File: src/rtl/matmul_pkg.sv
// Shared types and constants for the tiled matrix-multiply sequencer.
// Holds the coordinate/step widths, the controller state encoding and the tile-count helper.
package matmul_pkg;

  localparam int IDX_W   = 10;
  localparam int STEPS_W = 16;

  typedef enum logic [2:0] {
    S_IDLE      = 3'd0,
    S_ISSUE_MUL = 3'd1,
    S_WAIT_MUL  = 3'd2,
    S_ISSUE_ADD = 3'd3,
    S_WAIT_ADD  = 3'd4,
    S_NEXT      = 3'd5,
    S_DONE      = 3'd6
  } state_e;

  // Number of tiles of size den needed to cover num elements.
  function automatic int ceil_div(input int num, input int den);
    return (num + den - 1) / den;
  endfunction

endpackage

File: src/rtl/matmul_tile_sched_tile_iter.sv
// Three-level wrapping tile-origin counter: k innermost, then column, then row.
// Origins are kept directly (index * tile size) so they drive the datapath from flops.
module tile_iter
  import matmul_pkg::*;
#(
  parameter int TR = 1,
  parameter int TC = 1,
  parameter int TK = 1,
  parameter int J  = 1,
  parameter int K  = 1,
  parameter int L  = 1
) (
  input  logic             clk,
  input  logic             rst,
  input  logic             clr_i,
  input  logic             adv_i,
  output logic [IDX_W-1:0] row_o,
  output logic [IDX_W-1:0] col_o,
  output logic [IDX_W-1:0] k_o,
  output logic             last_o
);

  localparam logic [IDX_W-1:0] ROW_LAST = IDX_W'((TR - 1) * J);
  localparam logic [IDX_W-1:0] COL_LAST = IDX_W'((TC - 1) * K);
  localparam logic [IDX_W-1:0] K_LAST   = IDX_W'((TK - 1) * L);
  localparam logic [IDX_W-1:0] ROW_STEP = IDX_W'(J);
  localparam logic [IDX_W-1:0] COL_STEP = IDX_W'(K);
  localparam logic [IDX_W-1:0] K_STEP   = IDX_W'(L);

  logic [IDX_W-1:0] row_q, row_d;
  logic [IDX_W-1:0] col_q, col_d;
  logic [IDX_W-1:0] k_q, k_d;
  logic             row_end_s, col_end_s, k_end_s;

  assign row_end_s = (row_q == ROW_LAST);
  assign col_end_s = (col_q == COL_LAST);
  assign k_end_s   = (k_q == K_LAST);

  // Next-origin computation with inner-first carry.
  always_comb begin
    row_d = row_q;
    col_d = col_q;
    k_d   = k_q;
    if (clr_i) begin
      row_d = '0;
      col_d = '0;
      k_d   = '0;
    end else if (adv_i) begin
      if (!k_end_s) begin
        k_d = k_q + K_STEP;
      end else begin
        k_d = '0;
        if (!col_end_s) begin
          col_d = col_q + COL_STEP;
        end else begin
          col_d = '0;
          if (!row_end_s) begin
            row_d = row_q + ROW_STEP;
          end else begin
            row_d = '0;
          end
        end
      end
    end else begin
      k_d = k_q;
    end
  end

  // Origin registers.
  always_ff @(posedge clk or posedge rst) begin
    if (rst) begin
      row_q <= '0;
      col_q <= '0;
      k_q   <= '0;
    end else begin
      row_q <= row_d;
      col_q <= col_d;
      k_q   <= k_d;
    end
  end

  assign row_o  = row_q;
  assign col_o  = col_q;
  assign k_o    = k_q;
  assign last_o = row_end_s & col_end_s & k_end_s;

endmodule

File: src/rtl/matmul_tile_sched.sv
// Tile scheduler: walks all output/inner tiles, firing multiplier then adder per step.
// Pulses and status are decoded from the state register; coordinates come from tile_iter flops.
module matmul_tile_sched
  import matmul_pkg::*;
#(
  parameter int A_M = 4,
  parameter int A_N = 4,
  parameter int B_N = 4,
  parameter int J   = 2,
  parameter int K   = 2,
  parameter int L   = 2
) (
  input  logic               clk,
  input  logic               rst,
  input  logic               start_i,
  input  logic               abort_i,
  output logic               busy_o,
  output logic               done_o,
  output logic               mul_start_o,
  output logic [IDX_W-1:0]   mul_row_o,
  output logic [IDX_W-1:0]   mul_col_o,
  output logic [IDX_W-1:0]   mul_k_o,
  input  logic               mul_done_i,
  output logic               add_start_o,
  output logic [IDX_W-1:0]   add_row_o,
  output logic [IDX_W-1:0]   add_col_o,
  input  logic               add_done_i,
  output logic [STEPS_W-1:0] steps_done_o
);

  localparam int TR = ceil_div(A_M, J);
  localparam int TC = ceil_div(B_N, K);
  localparam int TK = ceil_div(A_N, L);

  state_e             state_q, state_d;
  logic [STEPS_W-1:0] steps_q, steps_d;
  logic               clr_s, adv_s, last_s;
  logic [IDX_W-1:0]   row_s, col_s, k_s;

  tile_iter #(
    .TR(TR), .TC(TC), .TK(TK),
    .J (J),  .K (K),  .L (L)
  ) u_iter (
    .clk   (clk),
    .rst   (rst),
    .clr_i (clr_s),
    .adv_i (adv_s),
    .row_o (row_s),
    .col_o (col_s),
    .k_o   (k_s),
    .last_o(last_s)
  );

  // Next-state, step counter and iterator control.
  always_comb begin
    state_d = state_q;
    steps_d = steps_q;
    clr_s   = 1'b0;
    adv_s   = 1'b0;
    case (state_q)
      S_IDLE: begin
        if (start_i) begin
          state_d = S_ISSUE_MUL;
          steps_d = '0;
          clr_s   = 1'b1;
        end else begin
          state_d = S_IDLE;
        end
      end
      S_ISSUE_MUL: state_d = S_WAIT_MUL;
      S_WAIT_MUL: begin
        if (mul_done_i) state_d = S_ISSUE_ADD;
        else            state_d = S_WAIT_MUL;
      end
      S_ISSUE_ADD: state_d = S_WAIT_ADD;
      S_WAIT_ADD: begin
        if (add_done_i) state_d = S_NEXT;
        else            state_d = S_WAIT_ADD;
      end
      S_NEXT: begin
        adv_s = 1'b1;
        if (steps_q != '1) steps_d = steps_q + STEPS_W'(1);
        else               steps_d = steps_q;
        if (last_s) state_d = S_DONE;
        else        state_d = S_ISSUE_MUL;
      end
      S_DONE:  state_d = S_IDLE;
      default: state_d = S_IDLE;
    endcase
    // Abort wins over any handshake seen in the same cycle and freezes the count.
    if (abort_i && (state_q != S_IDLE)) begin
      state_d = S_IDLE;
      steps_d = steps_q;
      adv_s   = 1'b0;
    end else begin
      clr_s = clr_s;
    end
  end

  // State and step-count registers.
  always_ff @(posedge clk or posedge rst) begin
    if (rst) begin
      state_q <= S_IDLE;
      steps_q <= '0;
    end else begin
      state_q <= state_d;
      steps_q <= steps_d;
    end
  end

  assign busy_o       = (state_q != S_IDLE);
  assign done_o       = (state_q == S_DONE);
  assign mul_start_o  = (state_q == S_ISSUE_MUL);
  assign add_start_o  = (state_q == S_ISSUE_ADD);
  assign mul_row_o    = row_s;
  assign mul_col_o    = col_s;
  assign mul_k_o      = k_s;
  assign add_row_o    = row_s;
  assign add_col_o    = col_s;
  assign steps_done_o = steps_q;

endmodule

File: config.mk
export PLATFORM = sky130hd
export DESIGN_NAME = matmul_tile_sched
export DESIGN_NICKNAME = d
export VERILOG_FILES = /design/src/rtl/matmul_pkg.sv /design/src/rtl/matmul_tile_sched_tile_iter.sv /design/src/rtl/matmul_tile_sched.sv
export SDC_FILE = /design/constraint.sdc
export NUM_CORES = 1
export LEC_CHECK = 0
export CORE_MARGIN = 2
export CORE_UTILIZATION = 50
export DETAILED_ROUTE_END_ITERATION = 6
export HOLD_SLACK_MARGIN = 0.02
export PLACE_DENSITY = 0.81
export SYNTH_ARGS = -nofsm -noshare
export SYNTH_HDL_FRONTEND = slang
export SYNTH_SLANG_ARGS = --single-unit
File: constraint.sdc
create_clock -name clk -period 2.1 [get_ports clk]
set_input_delay 0.21 -clock clk [delete_from_list [all_inputs] [get_ports clk]]
set_output_delay 0.21 -clock clk [all_outputs]
set_load 0.02 [all_outputs]
* Word level (Yosys, flattened, before mapping)
Index checks and enable logic that the tools add are counted.
** Operators by class
- Add/subtract/negate cells :: 4
- Multiply operators :: 0
- Divide/modulo/power cells :: 0
- $lt $le $gt $ge :: 0
- Equality and inequality tests :: 12
- Shift operators :: 0
- Mux-type cells :: 25
- Bitwise operators :: 3
- Reductions and logical operators :: 10
** Operators by type and width (count)
- 10-bit two-way mux :: 12
- 16-bit two-way mux :: 2
- 16-bit case mux with 2 select lines :: 1
- 10-bit by 2-bit adder with 10-bit output, second input constant :: 3
- 10-bit by 2-bit equality test with 1-bit output, second input constant :: 3
- 3-bit case mux with 6 select lines :: 1
- 16-bit by 1-bit adder with 16-bit output, second input constant :: 1
- 16-bit inequality test, second input constant :: 1
- 3-bit equality test, second input constant :: 3
- 2-bit nonzero test :: 4
- 1-bit two-way mux :: 7
- 3-bit by 2-bit equality test with 1-bit output, second input constant :: 2
- 3-bit two-way mux :: 2
- 2-bit inequality test, second input constant :: 2
- 4-bit AND reduction :: 1
- 3-bit by 1-bit equality test with 1-bit output, second input constant :: 1
- 3-bit zero test :: 1
- 3-bit AND reduction :: 1
- 3-bit nonzero test :: 1
- 1-bit AND :: 2
- 2-bit AND reduction :: 1
- 1-bit logical AND :: 1
- 1-bit NOT :: 1
** Storage, ports and cells
- Flip-flop bits (word level) :: 49
- Latch bits :: 0
- Memory bits (writable) :: 0
- ROM bits :: 0
- Bits of input ports :: 6
- Output and inout bits :: 70
- Logic and storage cells :: 59
- Memories kept :: 0

* Longest topological paths before layout
Gate-level depths: netlist of run 1.
- Depth after elaboration :: 6
- Depth in mapped cells :: 6
- Mapped depth without buffers :: 5

* Hierarchy
Synthesis of run 1 repeated with hierarchy kept, for this count alone.
** Unflattened totals
- Cells, all modules :: 326
- Area total of the unflattened synthesis :: 3000.4 um^2
** Modules (own cells, without submodules)
- tile_iter :: instances 1, cells an instance 171, area each 1610.3 um^2, seq. area each 675.6 um^2
- matmul_tile_sched :: instances 1, cells an instance 155, area each 1390.1 um^2, seq. area each 475.5 um^2

* Least setup slack after synthesis of run 1
OpenSTA, ideal clock, no wires.
- Path type :: register to register
- From :: reg u_iter.k_q[5] (netlist: u_iter.k_o[5])
- To :: reg u_iter.col_q[2] (netlist: u_iter.col_o[2])
- Setup time :: 0.121 ns
- Arrival :: 1.727 ns
- Data required time :: 1.979 ns
- Path slack :: 0.252 ns
- Stages on the path, launching flop included :: 5
- Path buffers :: 0
- Period minus slack after synthesis :: 1.848 ns
- Path through :: dfrtp_1 nor4_2 nand4_1 and3_1 a41o_1
** On the way
- Cells in the longest elaborated chain, start to end :: 3
** Ends and longest elaborated chain
- from (decl) :: line matmul_tile_sched_tile_iter.sv:32 : logic [IDX_W-1:0] k_q, k_d;
- from (signal assigned) :: line matmul_tile_sched_tile_iter.sv:78 : k_q <= k_d;
- 10-bit by 2-bit equality test with 1-bit output :: line matmul_tile_sched_tile_iter.sv:37 : assign k_end_s = (k_q == K_LAST);
- 2-bit nonzero test (no line)
- 2-bit AND reduction (no line)
- to (signal assigned) :: line matmul_tile_sched_tile_iter.sv:77 : col_q <= col_d;
- to (decl) :: line matmul_tile_sched_tile_iter.sv:31 : logic [IDX_W-1:0] col_q, col_d;
No other way between the ends.
A chain may end at the register's enable or synchronous reset.

* Worst setup path in the final report of run 1
- From :: reg state_q[1]
- To :: out done_o
** On the way
- Cells in the longest elaborated chain, start to end :: 1
** Ends and longest elaborated chain
- from (decl) :: line matmul_tile_sched.sv:35 : state_e state_q, state_d;
- from (signal assigned) :: line matmul_tile_sched.sv:106 : state_q <= state_d;
- 3-bit equality test :: line matmul_tile_sched.sv:112 : assign done_o = (state_q == S_DONE);
- to (decl) :: line matmul_tile_sched.sv:18 : output logic done_o,
No other way between the ends.

==> results_dict.tcl, run 1 <==
set metrics [dict create \
    coreArea_um2 5890 \
    hp-class "in -> async" \
    powerDensity_nw_per_um2 514 \
    die_h_um 81.9 \
    antenna_cells 0 \
    final_cell_mix "clkdlybuf4s50_1, dfrtp_1, nand2_1" \
    drive_above_1_share_pct 10.1 \
    dpl-instance-area_um2 3800 \
    drt_wl_total_um 7910 \
    r2r_start "state_q[0]" \
    clock.fmax_mhz 492 \
    hold_violations 0 \
    status "completed" \
    cp.required_ns 1.89 \
    num-nets-final 423 \
    crit_path_end_kind "output pin" \
    finalPower_mw 2.01 \
    drcViolationCount 0 \
    crit_path_max_incr_delay_ns 0.60 \
    report.final.slew_viol_count 0 \
    grt_pass1_wl_um 12700 \
    worstSetupStartpointType "flop" \
    final_cell_area_um2 3920 \
    seq_area_frac_synth_pct 38.0 \
    dr.pass1.iters 4 \
    dpl.hpwl_um 5680 \
    htree_num_levels 2 \
    cp_max_fo 11 \
    gp_congestion 0.820 \
    grt_start_max_net_pins 32 \
    numCtsBuffers 5 \
    grt_overflow 0 \
    final.period_utilization_pct 96.7 \
    grt_usage_pct 24.1 \
    synth_edf_count 0 \
    slew_headroom_pct 50.3 \
    crit_arrival_ns 1.82 \
    path_class "reg -> out" \
    worst_pin_slew_ns 0.740 \
    synth.distinct_cells 56 \
    p_leak_nw 1.60 \
    avgSynthCellArea_um2 8.81 \
    root_buffer "clkbuf_8" \
    critical-path-top-delay-family "buffers and inverters" \
    die-area_um2 6700 \
    rsz0062_at_grt "false" \
    fin_skew_ns 0.0153 \
    crit_buf_inv 2 \
    final_core_util_pct 66.5 \
    drv_cap 0 \
    wire_per_inst_um 16.2 \
    ys_ff_latch 46 \
    start_util_pct 51.5 \
    io-pin-count 76 \
    ant_nets 0 \
    antenna_found_initial 0 \
    die_x_um 81.9 \
    worstPathCellList "inv_1 > nor2_1 > and2_1 > clkdlybuf4s50_1" \
    period_needed_ns 2.03 \
    ir_drop_mv 0.398 \
    drt-initial-drc-count 195 \
    postCtsHoldBufs 0 \
    crit_slowest_cell "clkdlybuf4s50_1" \
    final_cells 489 \
    grt_pass1_vias 2757 \
    clk_latency_ns 0.31 \
    cts.clk_slew.worst_paths_ns 0.10 \
    area_delta_synth_final_pct 29.2 \
    port_buffers 70 \
    via_per_inst 6.02 \
    final_common_cell "clkdlybuf4s50_1" \
    vias 2945 \
    clockBufferDepth 2 \
    netlist_instances 344 \
    cts_tree "done" \
    async_reset_ff_share_pct 100 \
    setup_viol 0 \
    dp.cells 479 \
    ys.flop_type "dfrtp_1" \
    cts_sinks 46 \
    yosys_warnings 0 \
    startpoint "state_q[1]" \
    rows 28 \
    synth_area_um2 3030 \
]
==> cell usage after synthesis (2+ instances only) <==
cell / number / area share (%)
nor2_1: 22 / 2.7
a41o_1: 2 / 0.66
nand2b_1: 10 / 2.1
a2111oi_0: 2 / 0.58
ha_1: 4 / 1.7
nor2b_1: 3 / 0.62
nand4_1: 9 / 1.9
o31ai_1: 7 / 1.7
buf_2: 3 / 0.50
o21ai_0: 14 / 2.3
o211ai_1: 3 / 0.74
a211oi_1: 8 / 2.0
xnor2_1: 2 / 0.58
nand4b_1: 3 / 0.87
dfrtp_1: 46 / 38
nor4_1: 5 / 1.0
buf_4: 23 / 5.7
nand2_1: 37 / 4.6
mux2_2: 2 / 0.74
nor3_1: 9 / 1.5
o311ai_0: 4 / 1.2
and4_1: 7 / 2.0
a31oi_1: 5 / 1.0
clkbuf_1: 13 / 1.6
or4_1: 3 / 0.74
or3_1: 3 / 0.62
xor2_1: 4 / 1.2
nand3b_1: 2 / 0.50
nand3_1: 14 / 2.3
o22ai_1: 3 / 0.62
and2_1: 4 / 0.83
mux2i_1: 14 / 4.6
inv_1: 7 / 0.87
a21oi_1: 20 / 3.3
and3_1: 5 / 1.0
o2111ai_1: 2 / 0.58
==> sequential cells by signal, summed over array words and instances (netlist names) <==
name	count
state_q	3
u_iter.row_o	9
steps_done_o	16
u_iter.col_o	9
u_iter.k_o	9
==> worst reg2reg max path, delay by kind of cell, from the launching register on <==
family / cells / cell delay [ns]
DFF: 1 / 0.50
and+or+nand+nor: 2 / 0.63
buffers and inverters: 1 / 0.26
AOI/OAI and AO/OA: 1 / 0.33
xor gates and xnor gates: 1 / 0.15
==> what timing repair did <==
item,4_1_cts,5_1_grt
endpoints found under the setup margin,2,6
gates resized for setup,2,1
pin swaps,0,1
setup buffers,0,2
==> kinds of logic after synthesis <==
kind of cell / share of synthesized area [%]
and+or+nand+nor: 26.2
AOI/OAI and AO/OA: 18.3
DFF: 38.0
buffers and inverters: 8.67
muxes: 5.37
xor gates and xnor gates: 1.73
adders and majority gates: 1.65
other: 0.124
==> metal layers <==
layer | part of all wire (%) | GRT usage, % | vias up
met2 | 51 | 42.0 | 98
li1 | - | - | 1402
met5 | 0 | 0 | -
met3 | 4.6 | 3.30 | 7
met1 | 44 | 31.7 | 1438
met4 | 0.64 | 5.33 | 0
==> cell type report <==
type	instances	area [um^2]
Sequential cell	46	1150
Clock buffer	7	86.3
Inverter	7	26.3
Clock inverter	1	5.00
Multi-Input combinational cell	256	1630
Tap cell	75	93.8
Fill cell	484	1970
Timing Repair Buffer	97	918
==> stage by stage <==
stage / setup TNS [ns] / setup WS [ns] / hold slack (ns)
after global placement: 0 / 0.0280 / 0.522
after floorplan: 0 / 0.252 / 0.383
after CTS: 0 / 0.00827 / 0.260
final: 0 / 0.0692 / 0.239
after global routing: 0 / 0.0125 / 0.306
after detailed placement: -0.408 / -0.132 / 0.521
==> where the power goes <==
part / internal [mW] / leakage, nW / total (mW) / switching [mW]
clock network: 0.266 / 0.0482 / 0.575 / 0.309
registers: 0.901 / 0.638 / 0.944 / 0.0423
logic: 0.188 / 0.910 / 0.495 / 0.306
==> worst paths after layout <==
| check | to | slack [ns] | cells past startpoint |
|---|---|---|---|
| max | done_o | 0.07 | 4 |
| min | steps_done_o[10] | 0.24 | 2 |
| max reg2reg | u_iter.k_o[6] | 0.12 | 5 |
| min reg2reg | u_iter.k_o[9] | 0.54 | 1 |
| max in group asynchronous | state_q[1] | 1.31 | 3 |
| min in group clk | u_iter.k_o[9] | 0.54 | 1 |
Power figures use the tool's default switching activity.
==> inputs of run 2 (changes only) <==
CAP_MARGIN = 5   (was default)
TNS_END_PERCENT = 5   (was default)
==> results_dict.tcl, run 2 (same netlist as run 1, synthesis figures left out) <==
set metrics [dict create \
    drt_wl_total_um 7880 \
    drive_above_1_share_pct 9.71 \
    final_common_cell "clkdlybuf4s50_1" \
    fin_skew_ns 0.0143 \
    clk_latency_ns 0.30 \
    clkPwrFrac_pct 28.7 \
    dpl.hpwl_um 5680 \
    dp.cells 479 \
    final.period_utilization_pct 98.2 \
    antenna_cells 0 \
    cp.required_ns 2.29 \
    rows 28 \
    clockBufferDepth 2 \
    dr.pass1.iters 4 \
    cts_tree "done" \
    report.final.slew_viol_count 0 \
    via_per_inst 6.03 \
    grt_start_max_net_pins 32 \
    root_buffer "clkbuf_8" \
    port_buffers 70 \
    num-nets-final 421 \
    p_switching_uw 651 \
    postCtsHoldBufs 0 \
    die_x_um 81.9 \
    period_needed_ns 2.06 \
    die_h_um 81.9 \
    cts_sinks 46 \
    fillers 487 \
    slew_headroom_pct 49.7 \
    power_frac_seq_pct 47.4 \
    antenna_found_initial 0 \
    rsz0062_at_grt "true" \
    die-area_um2 6700 \
    io-pin-count 76 \
    worst_pin_slew_ns 0.751 \
    setup_viol 0 \
    final_cell_mix "clkdlybuf4s50_1, dfrtp_1, nand2_1" \
    final_cells 487 \
    cts.clk_slew.worst_paths_ns 0.09 \
    p_int_mw 1.34 \
    drt-initial-drc-count 181 \
    status "completed" \
    grt_overflow 0 \
    crit_arrival_ns 2.26 \
    htree_num_levels 2 \
    numCtsBuffers 5 \
    grt_usage_pct 24.1 \
    final_core_util_pct 66.3 \
    finalPower_mw 1.99 \
    path_class "reg -> reg" \
    area_delta_synth_final_pct 28.8 \
    grt_pass1_vias 2757 \
    grt_pass1_wl_um 12700 \
    crit_path_end_kind "flop" \
    start_util_pct 51.5 \
    drcViolationCount 0 \
    vias 2938 \
    swShare_pct 32.6 \
    drv_cap 0 \
    largest_register_ffs 16 \
    worstSetupStartpointType "flop" \
    gp_congestion 0.820 \
    wire_per_inst_um 16.2 \
    cp_max_fo 15 \
    clock.fmax_mhz 485 \
    powerDensity_nw_per_um2 511 \
    ant_nets 0 \
    ir_drop_mv 0.386 \
    hold_violations 0 \
    comb_power_share_pct 23.9 \
    p_leak_nw 1.60 \
    hp-class "in -> async" \
    coreArea_um2 5890 \
]
==> run 2: cell count changes in the layout (fill, tap and decap cells not counted), sizes merged <==
cell and delta:
buf -2, clkdlybuf4s50 -1, dlymetal6s2s +1
==> run 2: path summary, 6_finish.rpt <==
check / from / endpoint / slack [ns] / cells past startpoint
max: state_q[0] / u_iter.row_o[3] / 0.04 / 5
max reg2reg: state_q[0] / u_iter.row_o[3] / 0.04 / 5
min reg2reg: u_iter.k_o[9] / u_iter.k_o[9] / 0.54 / 1
max in group asynchronous: rst / state_q[1] / 1.30 / 3
min: rst / steps_done_o[9] / 0.24 / 2
min in group clk: u_iter.k_o[9] / u_iter.k_o[9] / 0.54 / 1
==> run 2: per-stage QoR <==
stage	hold WS (ns)	area, um^2	setup slack (ns)	TNS (ns)
6_report	0.243	3900	0.0380	0
5_1_grt	0.306	3900	-0.0254	-0.0558
4_1_cts	0.260	3900	0.00827	0
3_5_place_dp	0.521	3800	-0.132	-0.408
3_3_place_gp	0.522	3800	0.0280	0
2_1_floorplan	0.383	3050	0.252	0
==> run 2: what timing repair did <==
action / in CTS / in global routing
resized for setup: 2 / 3
setup buffers: 0 / 0
endpoints found under the setup margin: 2 / 6
==> run 2: per-layer routing <==
metal	vias to the layer above	track usage (%)	part of all wire, %
met5	-	0	0
met4	0	5.33	0.65
met3	7	3.30	4.4
met2	83	42.0	51
met1	1453	31.7	44
li1	1395	-	-
==> run 2: power by group through the flow <==
stage               Combinational, mW  Sequential, mW  Clock, mW
detailed placement              0.472           0.959          0
floorplan                       0.340           0.926          0
global route                    0.521           0.948      0.618
finish                          0.476           0.945      0.573
global placement                0.458           0.956          0
CTS                             0.475           0.943      0.582
==> run 2: cell type report <==
class / count / area [um^2] / share of cell area [%]
Inverter: 7 / 26.3 / 0.673
Multi-Input combinational cell: 256 / 1630 / 41.8
Clock inverter: 1 / 5.00 / 0.128
Timing Repair Buffer: 95 / 906 / 23.2
Sequential cell: 46 / 1150 / 29.6
Tap cell: 75 / 93.8 / 2.40
Clock buffer: 7 / 86.3 / 2.21
==> run 2: critical path, cell delays in order (launching register included) <==
cell and delay (ns):
dfrtp_2 0.50, nor4b_4 0.48, buf_4 0.29, o211a_1 0.18, nand2_1 0.18, o32ai_1 0.32
==> inputs of run 3 (changes only) <==
CTS_BUF_LIST = sky130_fd_sc_hd__clkbuf_16   (was default)
==> results_dict.tcl, run 3 (same netlist as run 1, synthesis figures left out) <==
set metrics [dict create \
    drt_wl_total_um 7930 \
    path_class "reg -> reg" \
    grt_overflow 0 \
    status "completed" \
    powerDensity_nw_per_um2 554 \
    port_buffers 70 \
    period_needed_ns 2.06 \
    dpl_worst_slack_ns -0.132 \
    ir_drop_mv 0.386 \
    die-area_um2 6700 \
    rrSetupSlack_ns 0.04 \
    crit_path_end_kind "flop" \
    io-pin-count 76 \
    final_cell_mix "clkdlybuf4s50_1, dfrtp_1, nand2_1" \
    drive_above_1_share_pct 9.47 \
    crit_path_max_incr_delay_ns 0.49 \
    crit_slowest_cell "dfrtp_2" \
    finalWorstSetupSlack_ns 0.0355 \
    cts.clk_slew.worst_paths_ns 0.07 \
    vias 2949 \
    coreArea_um2 5890 \
    grt_usage_pct 24.6 \
    antenna_cells 0 \
    postCtsHoldBufs 0 \
    gp_congestion 0.820 \
    htree_num_levels 2 \
    area_delta_synth_final_pct 30.3 \
    cp.required_ns 2.28 \
    drt-initial-drc-count 227 \
    antenna_found_initial 0 \
    start_util_pct 51.5 \
    report.final.slew_viol_count 0 \
    worstPathCellList "nor4b_4 > buf_4 > o211a_1 > nand2_1 > o32ai_1" \
    rows 28 \
    grt_pass1_wl_um 12800 \
    wire_per_inst_um 16.3 \
    largest_register_ffs 16 \
    clock.fmax_mhz 484 \
    crit_arrival_ns 2.24 \
    hp-class "in -> async" \
    dr.pass1.iters 5 \
    clk_latency_ns 0.29 \
    final.period_utilization_pct 98.3 \
    postCtsSetupRepairBufs 0 \
    setup_viol 0 \
    final_cell_area_um2 3950 \
    multi_input_area_um2 1630 \
    die_h_um 81.9 \
    seqCellArea_um2 1150 \
    rsz0062_at_grt "true" \
    finalSetupTns_ns 0 \
    fillers 472 \
    via_per_inst 6.06 \
    slew_headroom_pct 49.9 \
    worst_pin_slew_ns 0.747 \
    grt_pass1_vias 2747 \
    dpl.hpwl_um 5680 \
    cp_max_fo 15 \
    cts_sinks 46 \
    fin_skew_ns 0.00862 \
    num-nets-final 421 \
    numCtsBuffers 5 \
    drv_cap 0 \
    grt_start_max_net_pins 32 \
    final_core_util_pct 67.1 \
    ant_nets 0 \
    startpoint "state_q[0]" \
    dpl-instance-area_um2 3800 \
    r2r_start "state_q[0]" \
    clockBufferDepth 2 \
    p_leak_nw 1.61 \
    final_common_cell "clkdlybuf4s50_1" \
    worstSetupStartpointType "flop" \
    die_x_um 81.9 \
    cts_tree "done" \
    root_buffer "clkbuf_16" \
    hold_violations 0 \
    drcViolationCount 0 \
]
-- run 3: cell types whose count changed in the layout (fill, tap and decap cells not counted), sizes merged --
cell,delta
clkbuf,-2
dlymetal6s2s,-1
clkdlybuf4s50,+1
clkinv,+1
inv,+1
-- run 3: power by group --
group          leakage [nW]  switching, mW  total [mW]  internal (mW)
logic                 0.900          0.302       0.478          0.176
clock network        0.0724          0.331       0.762          0.431
registers             0.638         0.0447       0.947          0.902
total                  1.61          0.678        2.19           1.51
-- run 3: path summary, 6_finish.rpt --
kind,to,depth (start not counted)
worst max-delay path,u_iter.row_o[3],5
worst min-delay path,steps_done_o[10],2
worst max register to register,u_iter.row_o[3],5
worst min register to register,u_iter.k_o[9],1
max in group asynchronous,state_q[1],3
min in group clk,u_iter.k_o[9],1
-- run 3: timing repair --
action	CTS	global route
endpoints found under the setup margin	2	6
endpoints found under the hold margin	0	0
resized for setup	2	3
-- run 3: critical path, delay by kind of cell (launching register included) --
family / cells / cell delay [ns]
DFF: 1 / 0.49
AOI/OAI and AO/OA: 2 / 0.50
and+or+nand+nor: 2 / 0.67
buffers and inverters: 1 / 0.29
-- run 3: layout make-up --
| class | count | area share (%) |
|---|---|---|
| clock inverter | 3 | 0.317 |
| timing repair buffer | 95 | 22.9 |
| clock buffer | 5 | 3.17 |
| multi-input combinational | 256 | 41.4 |
| sequential | 46 | 29.2 |
| inverter | 7 | 0.666 |
| tap | 75 | 2.38 |
-- run 3: routing by layer --
layer	global-route usage [%]	part of all wire, %	up-vias
li1	-	-	1397
met4	6.50	0.88	0
met1	32.5	43	1420
met2	41.9	51	123
met3	4.18	5.2	9
met5	0	0	-
-- run 3: metrics by stage --
stage / hold WS, ns / total power, mW / cells
3_3_place_gp: 0.522 / 1.41 / 479
2_1_floorplan: 0.383 / 1.27 / 348
4_1_cts: 0.284 / 2.19 / 487
5_1_grt: 0.329 / 2.29 / 487
6_report: 0.264 / 2.19 / 487
3_5_place_dp: 0.521 / 1.43 / 479
